$ cat config.mk
export PLATFORM = sky130hd
export DESIGN_NAME = regfile_wb_arbiter_flat
export DESIGN_NICKNAME = d
export VERILOG_FILES = /design/src/rtl/regfile_wb_arbiter_if.sv /design/src/rtl/regfile_wb_arbiter.sv /design/src/flat_wrapper.sv
export SDC_FILE = /design/constraint.sdc
export NUM_CORES = 1
export LEC_CHECK = 0
export ABC_CLOCK_PERIOD_IN_PS = 1140
export CAP_MARGIN = 20
export CORE_UTILIZATION = 30
export DETAILED_ROUTE_END_ITERATION = 10
export MAX_ROUTING_LAYER = met4
export PLACE_DENSITY_LB_ADDON = 0.12
export SETUP_SLACK_MARGIN = 0.2
export SLEW_MARGIN = 20
export SYNTH_ARGS = -nofsm -noshare
export SYNTH_HDL_FRONTEND = slang
export SYNTH_SLANG_ARGS = --single-unit
$ cat constraint.sdc
create_clock -name clk_i -period 1.14 [get_ports clk_i]
set_input_delay 0.228 -clock clk_i [delete_from_list [all_inputs] [get_ports clk_i]]
set_output_delay 0.228 -clock clk_i [all_outputs]
set_load 0.02 [all_outputs]
$ cat src/rtl/regfile_wb_arbiter_if.sv
// Writeback bus between the two result sources, the arbiter and the register file write port.
interface regfile_wb_arbiter_if;
  logic        a_valid_i;
  logic        a_ready_o;
  logic [4:0]  a_rd_addr_i;
  logic [31:0] a_rd_data_i;
  logic        b_valid_i;
  logic        b_ready_o;
  logic [4:0]  b_rd_addr_i;
  logic [31:0] b_rd_data_i;
  logic        rd_we_o;
  logic [4:0]  rd_addr_o;
  logic [31:0] rd_data_o;
  logic        wb_src_o;

  // Arbiter side.
  modport slave (
    input  a_valid_i, a_rd_addr_i, a_rd_data_i,
    input  b_valid_i, b_rd_addr_i, b_rd_data_i,
    output a_ready_o, b_ready_o,
    output rd_we_o, rd_addr_o, rd_data_o, wb_src_o
  );

  // Requester / register file side.
  modport master (
    output a_valid_i, a_rd_addr_i, a_rd_data_i,
    output b_valid_i, b_rd_addr_i, b_rd_data_i,
    input  a_ready_o, b_ready_o,
    input  rd_we_o, rd_addr_o, rd_data_o, wb_src_o
  );
endinterface

$ cat src/rtl/regfile_wb_arbiter.sv
// Register file write-port arbiter: port A (ALU/LSU) has fixed priority, port B (MUL/DIV)
// is forced through after STARVE_LIMIT consecutive blocked cycles. Write port is registered.
module regfile_wb_arbiter #(
  parameter int unsigned STARVE_LIMIT = 4
) (
  input logic                 clk_i,
  input logic                 rst_n_i,
  regfile_wb_arbiter_if.slave bus
);

  localparam int unsigned CNT_W = $clog2(STARVE_LIMIT + 1);

  logic [CNT_W-1:0] wait_cnt;
  logic             starve;
  logic             a_ready;
  logic             b_ready;
  logic             a_xfer;
  logic             b_xfer;
  logic             rd_we;
  logic [4:0]       rd_addr;
  logic [31:0]      rd_data;
  logic             wb_src;

  // Grant decision from the current valids and starvation state; at most one transfer per cycle.
  always_comb begin
    starve  = (wait_cnt >= CNT_W'(STARVE_LIMIT));
    a_ready = !(bus.b_valid_i && starve);
    b_ready = bus.b_valid_i && (!bus.a_valid_i || starve);
    a_xfer  = bus.a_valid_i && a_ready;
    b_xfer  = b_ready;
  end

  // Registered write port; a write to x0 is accepted but never enabled.
  always_ff @(posedge clk_i) begin
    if (!rst_n_i) begin
      rd_we   <= 1'b0;
      rd_addr <= '0;
      rd_data <= '0;
      wb_src  <= 1'b0;
    end else if (b_xfer) begin
      rd_we   <= (bus.b_rd_addr_i != 5'd0);
      rd_addr <= bus.b_rd_addr_i;
      rd_data <= bus.b_rd_data_i;
      wb_src  <= 1'b1;
    end else if (a_xfer) begin
      rd_we   <= (bus.a_rd_addr_i != 5'd0);
      rd_addr <= bus.a_rd_addr_i;
      rd_data <= bus.a_rd_data_i;
      wb_src  <= 1'b0;
    end else begin
      rd_we   <= 1'b0;
    end
  end

  // Counts consecutive cycles B is refused; saturates, clears when B transfers or withdraws.
  always_ff @(posedge clk_i) begin
    if (!rst_n_i) begin
      wait_cnt <= '0;
    end else if (!bus.b_valid_i || b_xfer) begin
      wait_cnt <= '0;
    end else if (wait_cnt != '1) begin
      wait_cnt <= wait_cnt + CNT_W'(1);
    end
  end

  assign bus.a_ready_o = a_ready;
  assign bus.b_ready_o = b_ready;
  assign bus.rd_we_o   = rd_we;
  assign bus.rd_addr_o = rd_addr;
  assign bus.rd_data_o = rd_data;
  assign bus.wb_src_o  = wb_src;

endmodule

$ cat src/flat_wrapper.sv
// flat-port wrapper written by rule: the top's interface ports become plain ports
module regfile_wb_arbiter_flat 
#(
  parameter int unsigned STARVE_LIMIT = 4
)
  (clk_i, rst_n_i, bus_a_valid_i, bus_a_rd_addr_i, bus_a_rd_data_i, bus_b_valid_i, bus_b_rd_addr_i, bus_b_rd_data_i, bus_a_ready_o, bus_b_ready_o, bus_rd_we_o, bus_rd_addr_o, bus_rd_data_o, bus_wb_src_o);
  regfile_wb_arbiter_if bus_i ();
  input logic clk_i;
  input logic rst_n_i;
  input wire logic [$bits(bus_i.a_valid_i)-1:0] bus_a_valid_i;
  input wire logic [$bits(bus_i.a_rd_addr_i)-1:0] bus_a_rd_addr_i;
  input wire logic [$bits(bus_i.a_rd_data_i)-1:0] bus_a_rd_data_i;
  input wire logic [$bits(bus_i.b_valid_i)-1:0] bus_b_valid_i;
  input wire logic [$bits(bus_i.b_rd_addr_i)-1:0] bus_b_rd_addr_i;
  input wire logic [$bits(bus_i.b_rd_data_i)-1:0] bus_b_rd_data_i;
  output wire logic [$bits(bus_i.a_ready_o)-1:0] bus_a_ready_o;
  output wire logic [$bits(bus_i.b_ready_o)-1:0] bus_b_ready_o;
  output wire logic [$bits(bus_i.rd_we_o)-1:0] bus_rd_we_o;
  output wire logic [$bits(bus_i.rd_addr_o)-1:0] bus_rd_addr_o;
  output wire logic [$bits(bus_i.rd_data_o)-1:0] bus_rd_data_o;
  output wire logic [$bits(bus_i.wb_src_o)-1:0] bus_wb_src_o;
  assign bus_i.a_valid_i = bus_a_valid_i;
  assign bus_i.a_rd_addr_i = bus_a_rd_addr_i;
  assign bus_i.a_rd_data_i = bus_a_rd_data_i;
  assign bus_i.b_valid_i = bus_b_valid_i;
  assign bus_i.b_rd_addr_i = bus_b_rd_addr_i;
  assign bus_i.b_rd_data_i = bus_b_rd_data_i;
  assign bus_a_ready_o = bus_i.a_ready_o;
  assign bus_b_ready_o = bus_i.b_ready_o;
  assign bus_rd_we_o = bus_i.rd_we_o;
  assign bus_rd_addr_o = bus_i.rd_addr_o;
  assign bus_rd_data_o = bus_i.rd_data_o;
  assign bus_wb_src_o = bus_i.wb_src_o;
  regfile_wb_arbiter #(.STARVE_LIMIT(STARVE_LIMIT)) u_core (.clk_i(clk_i), .rst_n_i(rst_n_i), .bus(bus_i));
endmodule
== After elaboration in Yosys (flattened, before gate mapping) ==
Index checks and enable logic that the tools add are counted.
Operators by class
  add/subtract/negate cells: 1
  $mul: 0
  divide/modulo/power cells: 0
  order comparisons: 1
  eq/ne operators: 1
  shift-type cells: 0
  mux-type cells: 8
  bitwise operators: 1
  reduce and logical (&&, ||, !) cells: 12
Operators by type and width (count)
  32-bit two-way mux: 2
  5-bit two-way mux: 2
  5-bit nonzero test: 2
  1-bit two-way mux: 4
  3-bit by 1-bit adder with 3-bit output (second input constant): 1
  3-bit >= comparator (second input constant): 1
  1-bit logical AND: 3
  1-bit logical NOT: 3
  3-bit inequality test (second input constant): 1
  1-bit logical OR: 2
  2-bit nonzero test: 1
  2-bit OR reduction: 1
  1-bit inverter: 1
Storage, ports and cells
  bits in registers: 42
  latch bits: 0
  RAM bits: 0
  bits in read-only memories: 0
  input bits: 78
  output and inout port bits: 41
  logic and storage cells: 29
  memories: 0

== Longest topological paths before layout ==
Gate-level depths: netlist (run 1).
  depth after elaboration: 6
  gate-level depth with buffers: 6
  gate-level depth less buffers: 4

== Worst setup path after synthesis (run 1) ==
No wires, ideal clock.
  path type: register to output
  start: register u_core.wait_cnt[2]
  end: output port bus_b_ready_o
  data arrival time: 1.017 ns
  required time: 0.912 ns
  path slack: -0.105 ns
  cell stages (with the launch flop): 6
  path buffers: 2
  cell sequence: dfxtp_1 > nand2b_2 > nand2_2 > buf_6 > buf_6 > inv_1
Between the ends
  word-level cells in the longest chain between the ends: 3
RTL lines
  start: declaration: RTL line regfile_wb_arbiter.sv:13  | logic [CNT_W-1:0] wait_cnt;
  start signal: assignment: RTL line regfile_wb_arbiter.sv:62  | wait_cnt <= wait_cnt + CNT_W'(1);
  3-bit >= comparator: RTL line regfile_wb_arbiter.sv:26  | starve = (wait_cnt >= CNT_W'(STARVE_LIMIT));
  1-bit logical OR: RTL line regfile_wb_arbiter.sv:28  | b_ready = bus.b_valid_i && (!bus.a_valid_i || starve);
  1-bit logical AND: RTL line regfile_wb_arbiter.sv:28
  end: declaration: RTL line flat_wrapper.sv:17  | output wire logic [$bits(bus_i.b_ready_o)-1:0] bus_b_ready_o;
Every way passes these cells.

== Worst setup path after layout (run 1) ==
  start: input port bus_b_valid_i
  end: register u_core.rd_data[2] (netlist: u_core.bus.rd_data_o[2])
Between the ends
  word-level cells in the longest chain between the ends: 4
  elaborated cells on any way between the ends: 6
  those cells by class: 1 x mux; 5 x reduce/logical
RTL lines
  start: declaration: RTL line flat_wrapper.sv:13  | input wire logic [$bits(bus_i.b_valid_i)-1:0] bus_b_valid_i;
  1-bit logical AND: RTL line regfile_wb_arbiter.sv:27  | a_ready = !(bus.b_valid_i && starve);
  1-bit logical NOT: RTL line regfile_wb_arbiter.sv:27
  1-bit logical AND: RTL line regfile_wb_arbiter.sv:29  | a_xfer = bus.a_valid_i && a_ready;
  2-bit nonzero test (no source line)
  end signal: assignment: RTL line regfile_wb_arbiter.sv:43  | rd_data <= bus.b_rd_data_i;
  end signal: assignment: RTL line regfile_wb_arbiter.sv:48  | rd_data <= bus.a_rd_data_i;
  end: declaration: RTL line regfile_wb_arbiter.sv:21  | logic [31:0] rd_data;
Parallel ways exist; a longest one is shown, timed or not.
A chain may end at the register's enable or synchronous reset.

==> results of run 1 <==
==> path summary, 6_finish.rpt <==
check,start,endpoint,slack (ns),depth (start not counted)
hold reg to reg,u_core.bus.wb_src_o$_SDFFE_PN0P_,u_core.bus.wb_src_o$_SDFFE_PN0P_,0.48,2
setup reg to reg,u_core.wait_cnt[2]$_SDFFE_PP0P_,u_core.bus.rd_we_o$_SDFF_PN0_,-0.10,5
hold / removal,bus_a_rd_addr_i[2],u_core.bus.rd_addr_o[2]$_SDFFE_PN0P_,0.26,2
setup / recovery,bus_b_valid_i,u_core.bus.rd_data_o[2]$_SDFFE_PN0P_,-0.12,6
==> sequential cells by signal (all words and copies together), names as in the netlist <==
signal	cells
u_core.bus.rd_data_o	32
u_core.bus.rd_addr_o	5
u_core.wait_cnt	3
u_core.bus.rd_we_o	1
u_core.bus.wb_src_o	1
==> worst register-to-register path: stages, from the launching register on <==
cell and delay [ns]:
dfxtp_2 0.33, buf_6 0.12, a21bo_4 0.25, buf_12 0.15
o21bai_1 0.15, a21boi_1 0.18
==> layer usage <==
layer | routed length, um | vias up | GRT usage [%]
met2 | 3190 | 68 | 30.7
met3 | 362 | 9 | 3.71
li1 | - | 941 | -
met4 | 110 | 0 | 7.32
met1 | 2840 | 964 | 21.9
met5 | 0 | - | -
==> layout make-up <==
cell class,count,area [sq um]
sequential,42,892
timing repair buffer,159,1720
inverter,2,7.51
tap,75,93.8
clock inverter,1,5.00
multi-input combinational,98,1000
fill,525,2180
clock buffer,7,86.3
==> power breakdown <==
| group | total (uW) | leakage, uW | internal (uW) | switching (uW) |
|---|---|---|---|---|
| Sequential | 1670 | 0.000361 | 1600 | 76.1 |
| Combinational | 1180 | 0.00115 | 744 | 436 |
| Clock | 1010 | 0.0000482 | 489 | 523 |
==> cells in the final DEF, fill, tap and decap left out, drive strengths merged <==
cell and count:
buf 78, clkdlybuf4s50 71, dfxtp 42, o221a 37, o21a 34, clkbuf 11
dlygate4sd2 5, mux2 4, o31a 3, nand2 3, nor2 2, ha 2
inv 2, a21boi 2, or4 2, nand2b 1, a21bo 1, or2 1
o211ai 1, o21bai 1, nand4b 1, nor3b 1, mux2i 1, xor2 1
clkinv 1, dlymetal6s2s 1
==> metrics by stage <==
stage / std cells / setup slack [ns] / hold WS [ns] / total power, uW
6_report: 384 / -0.121 / 0.259 / 3870
5_1_grt: 384 / -0.168 / 0.269 / 4050
4_1_cts: 369 / -0.0891 / 0.450 / 3790
3_5_place_dp: 356 / -0.593 / 0.460 / 2700
3_3_place_gp: 356 / -0.587 / 0.462 / 2690
2_1_floorplan: 160 / -0.0579 / 0.402 / 2110
==> repair_timing <==
| action | 4_1_cts | 5_1_grt |
|---|---|---|
| cloned | 0 | 6 |
| endpoints found under the setup margin | 83 | 83 |
| buffers inserted | 5 | 9 |
| gates resized for setup | 295 | 23 |
| endpoints found under the hold margin | 0 | 0 |
| pin swaps | 7 | 8 |
==> cells by family after synthesis <==
group	Yosys count	synth area share [%]
AOI/OAI and AO/OA	79	39.1
DFF	42	44.5
buffers and inverters	20	8.15
and+or+nand+nor	11	3.58
muxes	5	2.91
adders and majority gates	2	1.32
xor gates and xnor gates	1	0.464
==> metrics, run 1 <==
path class of the lowest-slack min-delay path in -> reg; pin count of the biggest net entering global routing 39; synthesis-to-layout area growth 102%; wire length of the first global-routing pass between 9000 and 10,000 um; clock slew at reported path FFs around 0.080 ns; final design instance area without fill ~0.0038 sq mm; HPWL reported at the end of detailed placement 4070 um; gr usage total a little under a fifth; GPL Wtd Cong around 0.78; mean post-synth cell area 11.8 sq um; crit path launch type primary input; cell chain of the critical path dlygate4sd2_1 > buf_4 > or2_1 > buf_6 > o21a_1 > o221a_2; Post-synth top cells dfxtp_1, o21a_1, o221a_2, buf_6, o221a_1; total global routing overflow 0; drt first-iter violations between 70 and 80; ANT nets after route 0; cts hold-fix bufs 0; Synth area leader dfxtp_1; CTS Buffer Depth 2; final hold viol count 0; number of antenna violations at the first check in global routing 0; die area 0.00662 sq mm; top-area cell type share of the netlist area between 40% and 50%; buffering stage count on the worst path with inverters included 3; number of global-route vias before repair approximately 1,900; count of TritonRoute iterations in the first routing pass 4; H-tree depth 2; async set-or-reset flop fraction in the synthesized netlist 0%; Die Y just over 80 um; total number of vias between 1,500 and 2,000; clock latency of the later-clocked register in the worst-skew pair ~0.30 ns; TritonCTS clock tree done; net count of the finished layout 388; violated checks setup timing; Seq cells post-synth 42; share of the yosys chip area belonging to registers approximately 45%; drt via density approximately 5.2; Die Wd between 80 and 90 um; Net Count, Synth between 200 and 250; end-of-flow core utilization 63.6%; WP data arrival roughly 1.5 ns; cell count after synthesis between 150 and 200; cell with the biggest individual delay on the critical path dlygate4sd2_1; count of input and output buffers between 100 and 150; mean routed wirelength per cell about 17 um; yosys warns 0; category of the critical setup timing path in -> reg; Inserted Clock Buffers 5; starting density of the core roughly a third; Cell Area, Synth about 0.0019 sq mm; kind of end point of the critical path flip-flop; area after detailed placement ~0.0033 sq mm; required time at the endpoint of the critical path roughly 1.3 ns; maximum fanout encountered on the critical timing path 17; peak clock frequency supported by timing ~800 MHz; largest cells by area after synthesis dfxtp_1, o221a_2, o21a_1; Worst Clk Skew around 0.0042 ns; result of the run finished with violations; total leakage power ~0.0016 uW; sum of negative setup slack -4.03 ns; Max transition margin between 80 and 90%; wire length after detailed routing 6500 um; final period utilization 111%; ANT cells 0; remaining routing DRC violations 0; slack of the critical path -0.121 ns; share of post-route cells with drive strength above 1 between 50 and 60%; number of ports placed on the die boundary 119; shortest period the worst path allows around 1.3 ns; number of max-capacitance violations reported 0; CP max stage delay between 0.3 and 0.4 ns; power density of the placed cells between 1000 and 1500 mW/mm^2; kind of cell adding the most delay to the critical path buffers and inverters; number of pins with negative max-slew slack in the final report 0; most numerous cell in the Yosys netlist dfxtp_1; most used flip-flop cell after synthesis dfxtp_1; final setup violating endpoints 40; worst vdd rail ir drop between 0.5 and 0.6 mV; distinct cell type count after synthesis 27; CTS Sinks 42; placeable core region ~0.006 sq mm; number of enable flip-flop cells after synthesis 0; clock root cell clkbuf_8; FP Rows 28; slew at the pin closest to its max-slew limit approximately 0.27 ns; setup repair after global routing missed its margin yes
Note: power is estimated with default switching activity, not from simulation.
==> run 2: changes to the inputs <==
--- a/config.mk
+++ b/config.mk
@@ -5,7 +5,6 @@
 export SDC_FILE = /design/constraint.sdc
 export NUM_CORES = 1
 export LEC_CHECK = 0
-export ABC_CLOCK_PERIOD_IN_PS = 1140
 export CAP_MARGIN = 20
 export CORE_UTILIZATION = 30
 export DETAILED_ROUTE_END_ITERATION = 10
==> constraint.sdc (replaced) <==
create_clock -name clk_i -period 1.3 [get_ports clk_i]
set_input_delay 0.26 -clock clk_i [delete_from_list [all_inputs] [get_ports clk_i]]
set_output_delay 0.26 -clock clk_i [all_outputs]
set_load 0.02 [all_outputs]
==> metrics, run 2 (same netlist as run 1, synthesis figures left out) <==
pin count of the biggest net entering global routing 39; cell chain of the critical path buf_6 > a21bo_4 > buf_12 > o21bai_1 > a21boi_1; power density of the placed cells roughly 900 mW/mm^2; share of post-route cells with drive strength above 1 between 40 and 50%; clock latency of the later-clocked register in the worst-skew pair around 0.29 ns; final cell count without fillers around 370; peak clock frequency supported by timing ~800 MHz; Register-to-Register Setup Slack around 0.062 ns; ANT cells 0; Die Y 81.4 um; total number of vias 1,872; FILL cells 544; GPL Wtd Cong around 0.75; wire length of the first global-routing pass ~9200 um; final hold viol count 0; drt via density roughly 5; Hold Worst Slack 0.397 ns; synthesis-to-layout area growth 85.0%; Hold Path Cell Cnt 2; required time at the endpoint of the critical path approximately 1.5 ns; clock share of power between 20% and 30%; Max transition margin 77.4%; net switching power of the design 892 uW; worst reg2reg endpoint u_core.bus.rd_we_o$_SDFF_PN0_; CTS Buffer Depth 2; clock slew at reported path FFs roughly 0.090 ns; crit path launch type flip-flop; maximum fanout encountered on the critical timing path 7; count of TritonRoute iterations in the first routing pass 4; category of the critical setup timing path reg -> reg; total global routing overflow 0; count of input and output buffers around 120; number of global-route vias before repair about 1,900; WP data arrival around 1.5 ns; cell with the biggest individual delay on the critical path dfxtp_2; number of pins with negative max-slew slack in the final report 0; start of the worst register-to-register path u_core.wait_cnt[2]$_SDFFE_PP0P_; mean routed wirelength per cell 16.5 um; shortest period the worst path allows ~1.2 ns; ANT nets after route 0; setup repair after global routing missed its margin yes; number of max-capacitance violations reported 0; Final Total Pwr ~3200 uW; net count of the finished layout ~380; total leakage power around 0.0015 uW; HPWL reported at the end of detailed placement a little under 4000 um; Worst Clk Skew between 0.01 and 0.015 ns; Hold EP u_core.bus.rd_addr_o[0]$_SDFFE_PN0P_; CP max stage delay around 0.33 ns; placeable core region around 0.006 sq mm; number of antenna violations at the first check in global routing 0; cts hold-fix bufs 0; number of placed cells counting well taps ~360; slew at the pin closest to its max-slew limit 0.340 ns; clock root cell clkbuf_8; buffering stage count on the worst path with inverters included 2; final setup violating endpoints 0; combinational fraction of design power between 20% and 30%; worst vdd rail ir drop 0.718 mV; internal power of the cells ~2300 uW; H-tree depth 2; R2R cell count 5; sum of negative setup slack 0 ns; leading cell type in the layout, fill and taps excluded clkdlybuf4s50_1; wire length after detailed routing between 6000 and 7000 um; kind of end point of the critical path flip-flop; proportion of total power due to net switching 27.9%; Die Wd between 80 and 90 um; starting density of the core between 30% and 40%; worst hold start bus_a_rd_addr_i[0]; FP Rows 28; die area ~0.0066 sq mm; highest-count cells in the layout ignoring fill and taps clkdlybuf4s50_1, dfxtp_1, o21a_1; kind of cell adding the most delay to the critical path compound AO/OA/AOI/OAI gates; sequential share of power between 40 and 50%; path class of the lowest-slack min-delay path in -> reg; number of ports placed on the die boundary between 100 and 150; flip-flop count of the largest register, all copies and words added 32; TritonCTS clock tree done; CTS Sinks 42; final period utilization around 95%; Inserted Clock Buffers 5; gr usage total a little under a fifth; remaining routing DRC violations 0; result of the run finished, final reports clean; drt first-iter violations 53
[run 2: changes by cell type in the layout (fill, tap and decap cells not counted), moves of 2 or more]
cell and change:
buf_6 -40, dfxtp_1 +39, dfxtp_2 -39, buf_2 +31, o221a_2 -15, o221a_4 +15, buf_12 -4, buf_4 +3
clkbuf_16 -3, buf_16 +2, clkdlybuf4s15_2 +2
[run 2: worst register-to-register path, delay by kind of cell (launching register included)]
| family | cells | cell delay [ns] |
|---|---|---|
| flops | 1 | 0.33 |
| compound gates | 3 | 0.56 |
| buf+inv | 2 | 0.28 |
[run 2: worst max path at each step]
stage | startpoint | end | slack [ns] | cells after the start
5_1_grt | u_core.wait_cnt[2]$_SDFFE_PP0P_ | bus_b_ready_o | 0.03 | 4
6_report | u_core.wait_cnt[2]$_SDFFE_PP0P_ | u_core.bus.rd_we_o$_SDFF_PN0_ | 0.06 | 5
4_1_cts | u_core.wait_cnt[2]$_SDFFE_PP0P_ | bus_b_ready_o | 0.05 | 4
2_1_floorplan | bus_a_valid_i | u_core.bus.rd_data_o[10]$_SDFFE_PN0P_ | 0.07 | 6
3_5_place_dp | bus_b_valid_i | u_core.bus.rd_data_o[2]$_SDFFE_PN0P_ | -0.49 | 6
3_3_place_gp | bus_b_valid_i | bus_b_ready_o | -0.50 | 4
[run 2: power groups by stage]
stage | Combinational [uW] | Sequential [uW] | Clock (uW)
CTS | 898 | 1430 | 873
detailed placement | 891 | 1460 | 0
global placement | 890 | 1460 | 0
floorplan | 280 | 1570 | 0
finish | 936 | 1430 | 836
global route | 999 | 1440 | 927
[run 2: routing by layer]
metal	GRT usage (%)	vias up	share of wire (%)
met5	-	-	0
met4	3.21	0	0.68
met3	4.27	4	7.3
met2	32.9	69	50
met1	22.4	885	42
li1	-	914	-
[run 2: cell type report]
class	instances	area, sq um	area share, %
Multi-Input combinational cell	98	1110	31.8
Inverter	2	7.51	0.215
Sequential cell	42	843	24.1
Clock inverter	2	13.8	0.394
Clock buffer	6	72.6	2.08
Timing Repair Buffer	148	1350	38.7
Tap cell	75	93.8	2.69
[run 2: stage by stage]
stage          cell area (sq um)  setup slack, ns  util, %
3_5_place_dp                3200           -0.494     53.5
6_report                    3490           0.0623     58.3
3_3_place_gp                3200           -0.495     53.5
2_1_floorplan               1900           0.0701        -
4_1_cts                     3360           0.0505     56.1
5_1_grt                     3490           0.0295     58.3
[run 2: what timing repair did]
item                       CTS  global route
buffers inserted             3             0
resized for setup          207            23
gates cloned                 3             1
setup endpoints to repair   81            52
pin swaps                   25            12
==> run 3: changes to the inputs <==
--- a/config.mk
+++ b/config.mk
@@ -8,6 +8,7 @@
 export CAP_MARGIN = 20
 export CORE_UTILIZATION = 30
 export DETAILED_ROUTE_END_ITERATION = 10
+export GPL_ROUTABILITY_DRIVEN = 0
 export MAX_ROUTING_LAYER = met4
 export PLACE_DENSITY_LB_ADDON = 0.12
 export SETUP_SLACK_MARGIN = 0.2
==> results of run 3 <==
Final layout, timing and power as in run 2 (identical DEF).
